$ cat src/rtl/multi_debouncer.sv
`default_nettype none
// ============================================================================
// Module  : multi_debouncer
// Brief   : N-channel switch debouncer: per-channel synchronizer, STABLE/PENDING
//           debounce FSM, registered rise/fall pulses and selectable one-shot.
// Rev     : 1.0
// ============================================================================
module multi_debouncer #(
  parameter int N_CH        = 4,
  parameter int DELAY_CYC   = 10,
  parameter int SYNC_STAGES = 2,
  parameter int EDGE_MODE   = 0
) (
  input  logic            clk,
  input  logic            nrst,
  input  logic            en,
  input  logic [N_CH-1:0] sw,
  output logic [N_CH-1:0] level,
  output logic [N_CH-1:0] rise,
  output logic [N_CH-1:0] fall,
  output logic [N_CH-1:0] one_shot,
  output logic            any_event
);

  localparam int            CW         = $clog2(DELAY_CYC + 1);
  localparam logic [CW-1:0] C_CNT_LAST = CW'(DELAY_CYC - 1);

  typedef enum logic {
    ST_STABLE  = 1'b0,
    ST_PENDING = 1'b1
  } state_t;

  genvar gi;
  generate
    for (gi = 0; gi < N_CH; gi++) begin : g_ch
      logic [SYNC_STAGES-1:0] sync_q;
      logic                   s;
      state_t                 state_q;
      logic [CW-1:0]          cnt_q;
      logic                   level_q;
      logic                   rise_q;
      logic                   fall_q;

      // Synchronizer keeps shifting even while the counters are disabled.
      always_ff @(posedge clk or negedge nrst) begin
        if (!nrst) begin
          sync_q <= '0;
        end else begin
          sync_q <= {sync_q[SYNC_STAGES-2:0], sw[gi]};
        end
      end

      assign s = sync_q[SYNC_STAGES-1];

      always_ff @(posedge clk or negedge nrst) begin
        if (!nrst) begin
          state_q <= ST_STABLE;
          cnt_q   <= '0;
          level_q <= 1'b0;
          rise_q  <= 1'b0;
          fall_q  <= 1'b0;
        end else begin
          rise_q <= 1'b0;
          fall_q <= 1'b0;
          if (!en) begin
            state_q <= ST_STABLE;
            cnt_q   <= '0;
          end else begin
            case (state_q)
              ST_STABLE: begin
                if (s != level_q) begin
                  if (DELAY_CYC == 1) begin
                    level_q <= s;
                    rise_q  <= s;
                    fall_q  <= ~s;
                  end else begin
                    state_q <= ST_PENDING;
                    cnt_q   <= CW'(1);
                  end
                end
              end
              ST_PENDING: begin
                if (s == level_q) begin
                  state_q <= ST_STABLE;
                  cnt_q   <= '0;
                end else if (cnt_q == C_CNT_LAST) begin
                  // Pulse lands in the same cycle the new level becomes visible.
                  level_q <= s;
                  rise_q  <= s;
                  fall_q  <= ~s;
                  state_q <= ST_STABLE;
                  cnt_q   <= '0;
                end else begin
                  cnt_q <= cnt_q + CW'(1);
                end
              end
            endcase
          end
        end
      end

      assign level[gi] = level_q;
      assign rise[gi]  = rise_q;
      assign fall[gi]  = fall_q;
    end
  endgenerate

  generate
    if (EDGE_MODE == 0) begin : g_os_rise
      assign one_shot = rise;
    end else if (EDGE_MODE == 1) begin : g_os_fall
      assign one_shot = fall;
    end else begin : g_os_both
      assign one_shot = rise | fall;
    end
  endgenerate

  assign any_event = |one_shot;

endmodule
`default_nettype wire

$ cat config.mk
export PLATFORM = sky130hd
export DESIGN_NAME = multi_debouncer
export DESIGN_NICKNAME = d
export VERILOG_FILES = /design/src/rtl/multi_debouncer.sv
export SDC_FILE = /design/constraint.sdc
export NUM_CORES = 1
export LEC_CHECK = 0
export CORE_MARGIN = 2
export CORE_UTILIZATION = 40
export CTS_BUF_LIST = sky130_fd_sc_hd__clkbuf_4
export CTS_CLUSTER_SIZE = 16
export DETAILED_ROUTE_END_ITERATION = 10
export GPL_TIMING_DRIVEN = 0
export PLACE_DENSITY = 0.67
export SYNTH_ARGS = -nofsm -noshare
export SYNTH_HDL_FRONTEND = slang
export SYNTH_SLANG_ARGS = --single-unit
$ cat constraint.sdc
create_clock -name clk -period 2 [get_ports clk]
set_clock_uncertainty 0.05 [all_clocks]
set_input_delay 0.3 -clock clk [delete_from_list [all_inputs] [get_ports clk]]
set_output_delay 0.3 -clock clk [all_outputs]
set_load 0.05 [all_outputs]
==> results of run 1 <==
==> power by group <==
| group | total [mW] | switching (mW) | leakage, nW | internal, mW |
|---|---|---|---|---|
| clock network | 0.386 | 0.243 | 0.0315 | 0.143 |
| registers | 0.850 | 0.0222 | 0.530 | 0.828 |
| logic | 0.0770 | 0.0473 | 0.602 | 0.0298 |
==> state kept, by name, summed over array words and instances, names as in the netlist <==
signal and count:
g_ch.cnt_q 16, g_ch.fall_q 4, g_ch.level_q 4, g_ch.rise_q 4
g_ch.state_q 4, g_ch.sync_q 8
==> path summary, 6_finish.rpt <==
check	slack, ns	end	start
setup / recovery	0.1	fall[3]	g_ch[3].fall_q
hold / removal	0.008	g_ch[3].sync_q[0]	nrst
setup reg to reg	0.42	g_ch[3].cnt_q[3]	g_ch[3].cnt_q[1]
hold reg to reg	0.31	g_ch[1].sync_q[1]	g_ch[1].sync_q[0]
max in group asynchronous	1.35	g_ch[2].cnt_q[1]	nrst
min in group clk	0.31	g_ch[1].sync_q[1]	g_ch[1].sync_q[0]
==> critical path, delay by kind of cell, from the launching register on <==
kind | cells | cell delay (ns)
DFF | 1 | 0.34
buffers and inverters | 2 | 0.87
==> cell families after synthesis <==
| family | Yosys count |
|---|---|
| and+or+nand+nor | 68 |
| DFF | 40 |
| AOI/OAI and AO/OA | 27 |
| buffers and inverters | 23 |
| adders and majority gates | 8 |
| xor gates and xnor gates | 5 |
| muxes | 4 |
==> layout make-up <==
class	instances	area, µm²
Multi-Input combinational cell	112	759.5
Tap cell	54	67.56
Fill cell	454	2415
Sequential cell	40	1001
Clock inverter	1	5.005
Timing Repair Buffer	23	220.2
Clock buffer	6	45.04
Buffer	18	128.9
Inverter	5	18.77
==> synth_stat cells (3+ instances only) <==
master | count | share of area (%)
nor2_1 | 8 | 1.6
mux2_2 | 3 | 1.8
buf_4 | 16 | 6.3
nand2_1 | 19 | 3.7
o21ai_0 | 5 | 1.3
xor2_2 | 3 | 2.6
dfrtp_1 | 40 | 52
nor3b_1 | 8 | 3.1
a21oi_1 | 10 | 2.6
nor4b_1 | 3 | 1.4
o211a_1 | 4 | 2.1
nor3_1 | 4 | 1.0
ha_1 | 8 | 5.2
inv_1 | 5 | 0.98
nor4_1 | 3 | 0.98
or3_1 | 3 | 0.98
nand3_1 | 8 | 2.1
==> repair_timing <==
item | in CTS | in global routing
resized for setup | 9 | 6
endpoints found under the setup margin | 9 | 5
pin swaps | 0 | 0
==> through the flow <==
stage	power (mW)	std cells
6_report	1.314	259
5_1_grt	1.390	259
4_1_cts	1.342	259
3_5_place_dp	0.9458	252
3_3_place_gp	0.9450	252
2_1_floorplan	0.9029	175
==> metal layers <==
metal	part of all wire [%]	up-vias	global-route usage (%)	routed length (µm)
li1	-	658	-	-
met1	47	629	16.43	1427
met2	47	24	21.22	1450
met3	3.9	6	4.144	119
met4	1.8	0	5.556	55
met5	0	-	0	0
==> out/metrics.cfg, run 1 <==
[yosys]
syn_area_per_cell_um2=10.90
synth_seq_cells=40
synthMuxAreaShare_pct=2.295
synth_cell_type_count=36
synth_xor_area_share_pct=3.475
synthFlopType=dfrtp_1
synth_adder_area_share_pct=5.246
syn_nets=190
synth_edf_count=0
synth-simple-area-share_pct=19.21
synth_top_family_by_area=simple AND/OR/NAND/NOR gates
ys.warnings.count=0
syn_area_um2=1908
syn_inst=175
synth_seq_area_share_pct=52.46
synth_compound_area_share_pct=9.574
async_flop_share_pct=100.0

[grt]
first_global_vias=1208
grt_overflow=0
antenna_found_initial=0
grt_pass1_wl_mm=5.354
track_usage_pct=13.23
grt_max_degree=41

[die]
coreArea_um2=4661
die_w_um=73.07
io_pins=24
start_util_pct=40.94
die_area_um2=5338
rows=25
fp.dieH_um=73.07

[cts]
clock_latency_ns=0.34
cts_tree=yes
clkTransAtPathRegs_ns=0.11
postCtsHoldBufs=0
cts_buffer_depth=2
cts_setup_buffers=0
clock-sinks=40
htree_levels=2
cts_buffers=5
cts-root-buf=clkbuf_4

[sta]
post-route-worst-setup-slack_ns=0.09883
max_slew.worst_pin.slew_ns=0.8508
rsz0062_at_grt=no
setup_viol=0
final-max-slew-violation-count=0
finalSetupTns_ns=0
fin_crit_ns=1.901
hold_viol=0
max_freq_mhz=526.0
hold_slack_ns=0.007569
slew_headroom_pct=43.28
fin_crit_sh_pct=95.06

[drt]
drt_iter0_drc=42
wl_per_cell_um=11.79
vias=1317
dr.pass1.iters=4
ant_nets=0
route.detailed.drc=0
drt-vias-per-instance=5.085
drt_wl_total_mm=3.053

[power_and_ir_drop]
power_density_nw_per_um2=584.9
leakage_nw=1.164
vdd_drop_max_mv=0.3152

[finish]
layout_commonest_cell=dfrtp_1
layout_common_cells=dfrtp_1 (40), nand2_1 (19), buf_4 (16), a21oi_1 (10), clkdlybuf4s50_1 (9)
post-route-util_pct=48.19
drive_gt1_share_pct=16.59
fin_area_um2=2246
final_nets=220
area_delta_synth_final_pct=17.70
diodes=0

[worst_setup_path]
reg2reg_depth=6
max_stage_delay_ns=0.78
worstPathRequired_ns=1.65
critical_path_class=reg -> out
crit_path_cell_trace=buf_4 > clkdlybuf4s50_1
worstSetupStartpointType=register
cp.arrival_ns=1.55
critPathSlowestCell=clkdlybuf4s50_1
path_max_fanout=1
end_kind=output pin

[placement]
dp_hpwl_mm=2.132
dp_slack_ns=0.05090
place_area_um2=2201
gp_congestion=0.7946
io_buffers=23

[status]
outcome=finished, final reports clean

[run]
drv_cap=0

[worst_hold_path]
hp-class=in -> async

Power figures use the tool's default switching activity.
==> run 2: changes to the inputs <==
Settings changed: DONT_BUFFER_PORTS set to 1, PLACE_DENSITY 0.67 to 0.6.
==> run 2 against run 1 <==
Against the previous run:
- sequential cell count stayed put
- clock power is 38% higher
- via count is 0.76% lower
- highest routed layer unchanged
- critical path type unchanged
- first-iteration DRC count is 110% higher
==> out/metrics.cfg, run 2 (same netlist as run 1, synthesis figures left out) <==
[worst_setup_path]
end_kind=output pin
worstSetupStartpointType=register
max_stage_delay_ns=0.79
worstPathRequired_ns=1.65
cp.arrival_ns=1.56
path_max_fanout=3
crit_family=simple AND/OR/NAND/NOR gates
r2r_slack_ns=0.40
critical_path_class=reg -> out
critPathSlowestCell=or4_1
crit_buf_inv=0
crit_path_cell_trace=or4_1

[finish]
final_nets=203
multiInputGateArea_um2=759.5
post-route-util_pct=45.61
fill_cells=427
layout_common_cells=dfrtp_1 (40), nand2_1 (19), buf_4 (16), a21oi_1 (10)
largest_register=g_ch.cnt_q
largest_reg_flops=16
drive_gt1_share_pct=17.99
layout_commonest_cell=dfrtp_1
diodes=0
top_regs=g_ch.cnt_q: 16 flops, g_ch.sync_q: 8 flops
register_area_um2=1001
area_delta_synth_final_pct=11.41

[grt]
grt_overflow=0
track_usage_pct=14.17
first_global_vias=1253
grt_pass1_wl_mm=5.678
grt_max_degree=41
antenna_found_initial=0

[die]
start_util_pct=40.94
io_pins=24
rows=25
coreArea_um2=4661
die_w_um=73.07
die_area_um2=5338
fp.dieH_um=73.07

[cts]
clkTransAtPathRegs_ns=0.12
cts-root-buf=clkbuf_4
cts_setup_buffers=0
clock_latency_ns=0.34
htree_levels=2
clock-sinks=40
cts_tree=yes
cts_buffers=5
cts_buffer_depth=2

[status]
outcome=finished, final reports clean

[sta]
rsz0062_at_grt=no
finalSetupTns_ns=0
final-max-slew-violation-count=0
hold_viol=0
slew_headroom_pct=68.62
max_slew.worst_pin.slew_ns=0.4707
setup_viol=0
fin_crit_sh_pct=95.37
fin_crit_ns=1.907
max_freq_mhz=524.3

[drt]
drt_wl_total_mm=3.395
wl_per_cell_um=13.97
ant_nets=0
route.detailed.drc=0
drt-vias-per-instance=5.379
drt_iter0_drc=90
vias=1307
dr.pass1.iters=4

[placement]
io_buffers=0
dp_hpwl_mm=2.456
gp_congestion=0.6819

[worst_hold_path]
hp-class=in -> reg

[power_and_ir_drop]
power_density_nw_per_um2=688.2
vdd_drop_max_mv=0.3823
leakage_nw=1.012

[run]
drv_cap=0

[run 2: final cells by class]
| class | instances | share of cell area [%] |
|---|---|---|
| Tap cell | 54 | 3.178 |
| Multi-Input combinational cell | 112 | 35.73 |
| Buffer | 18 | 6.062 |
| Sequential cell | 40 | 47.09 |
| Inverter | 5 | 0.8829 |
| Clock inverter | 2 | 1.648 |
| Clock buffer | 6 | 2.119 |
| Timing Repair Buffer | 6 | 3.296 |
[run 2: metal layers]
layer / up-vias / share of wire (%) / track usage [%]
met4: 0 / 1.5 / 5.144
met3: 5 / 3.5 / 4.834
met2: 19 / 53 / 24.42
met1: 663 / 42 / 16.22
met5: - / 0 / 0
li1: 620 / - / -
[run 2: worst paths after layout]
check	cells past startpoint	startpoint	to
max	1	g_ch[1].rise_q	any_event
min	2	en	g_ch[1].cnt_q[2]
max reg2reg	6	g_ch[3].cnt_q[1]	g_ch[3].cnt_q[3]
min reg2reg	0	g_ch[3].sync_q[0]	g_ch[3].sync_q[1]
max in group asynchronous	2	nrst	g_ch[0].fall_q
min in group asynchronous	2	nrst	g_ch[1].rise_q
[run 2: repair_timing]
action                                 4_1_cts  5_1_grt
hold buffers                                 6        0
endpoints found under the hold margin       44        0
resized for setup                            0        0
[run 2: report_power, final]
| group | switching, mW | total (mW) | internal, mW |
|---|---|---|---|
| clock network | 0.256 | 0.532 | 0.276 |
| registers | 0.0221 | 0.850 | 0.828 |
| logic | 0.0492 | 0.0807 | 0.0315 |
[run 2: metrics by stage]
| step | area (µm²) | worst slack (ns) | instances | hold slack [ns] | power [mW] |
|---|---|---|---|---|---|
| 2_1_floorplan | 1908 | 0.5131 | 175 | -0.04559 | 0.9029 |
| 3_3_place_gp | 1976 | 0.4613 | 229 | -0.04409 | 0.9143 |
| 3_5_place_dp | 1976 | 0.4108 | 229 | -0.04408 | 0.9201 |
| 4_1_cts | 2126 | 0.06749 | 243 | 0.1599 | 1.490 |
| 5_1_grt | 2126 | 0.03606 | 243 | 0.1722 | 1.539 |
| 6_report | 2126 | 0.09261 | 243 | 0.1734 | 1.463 |
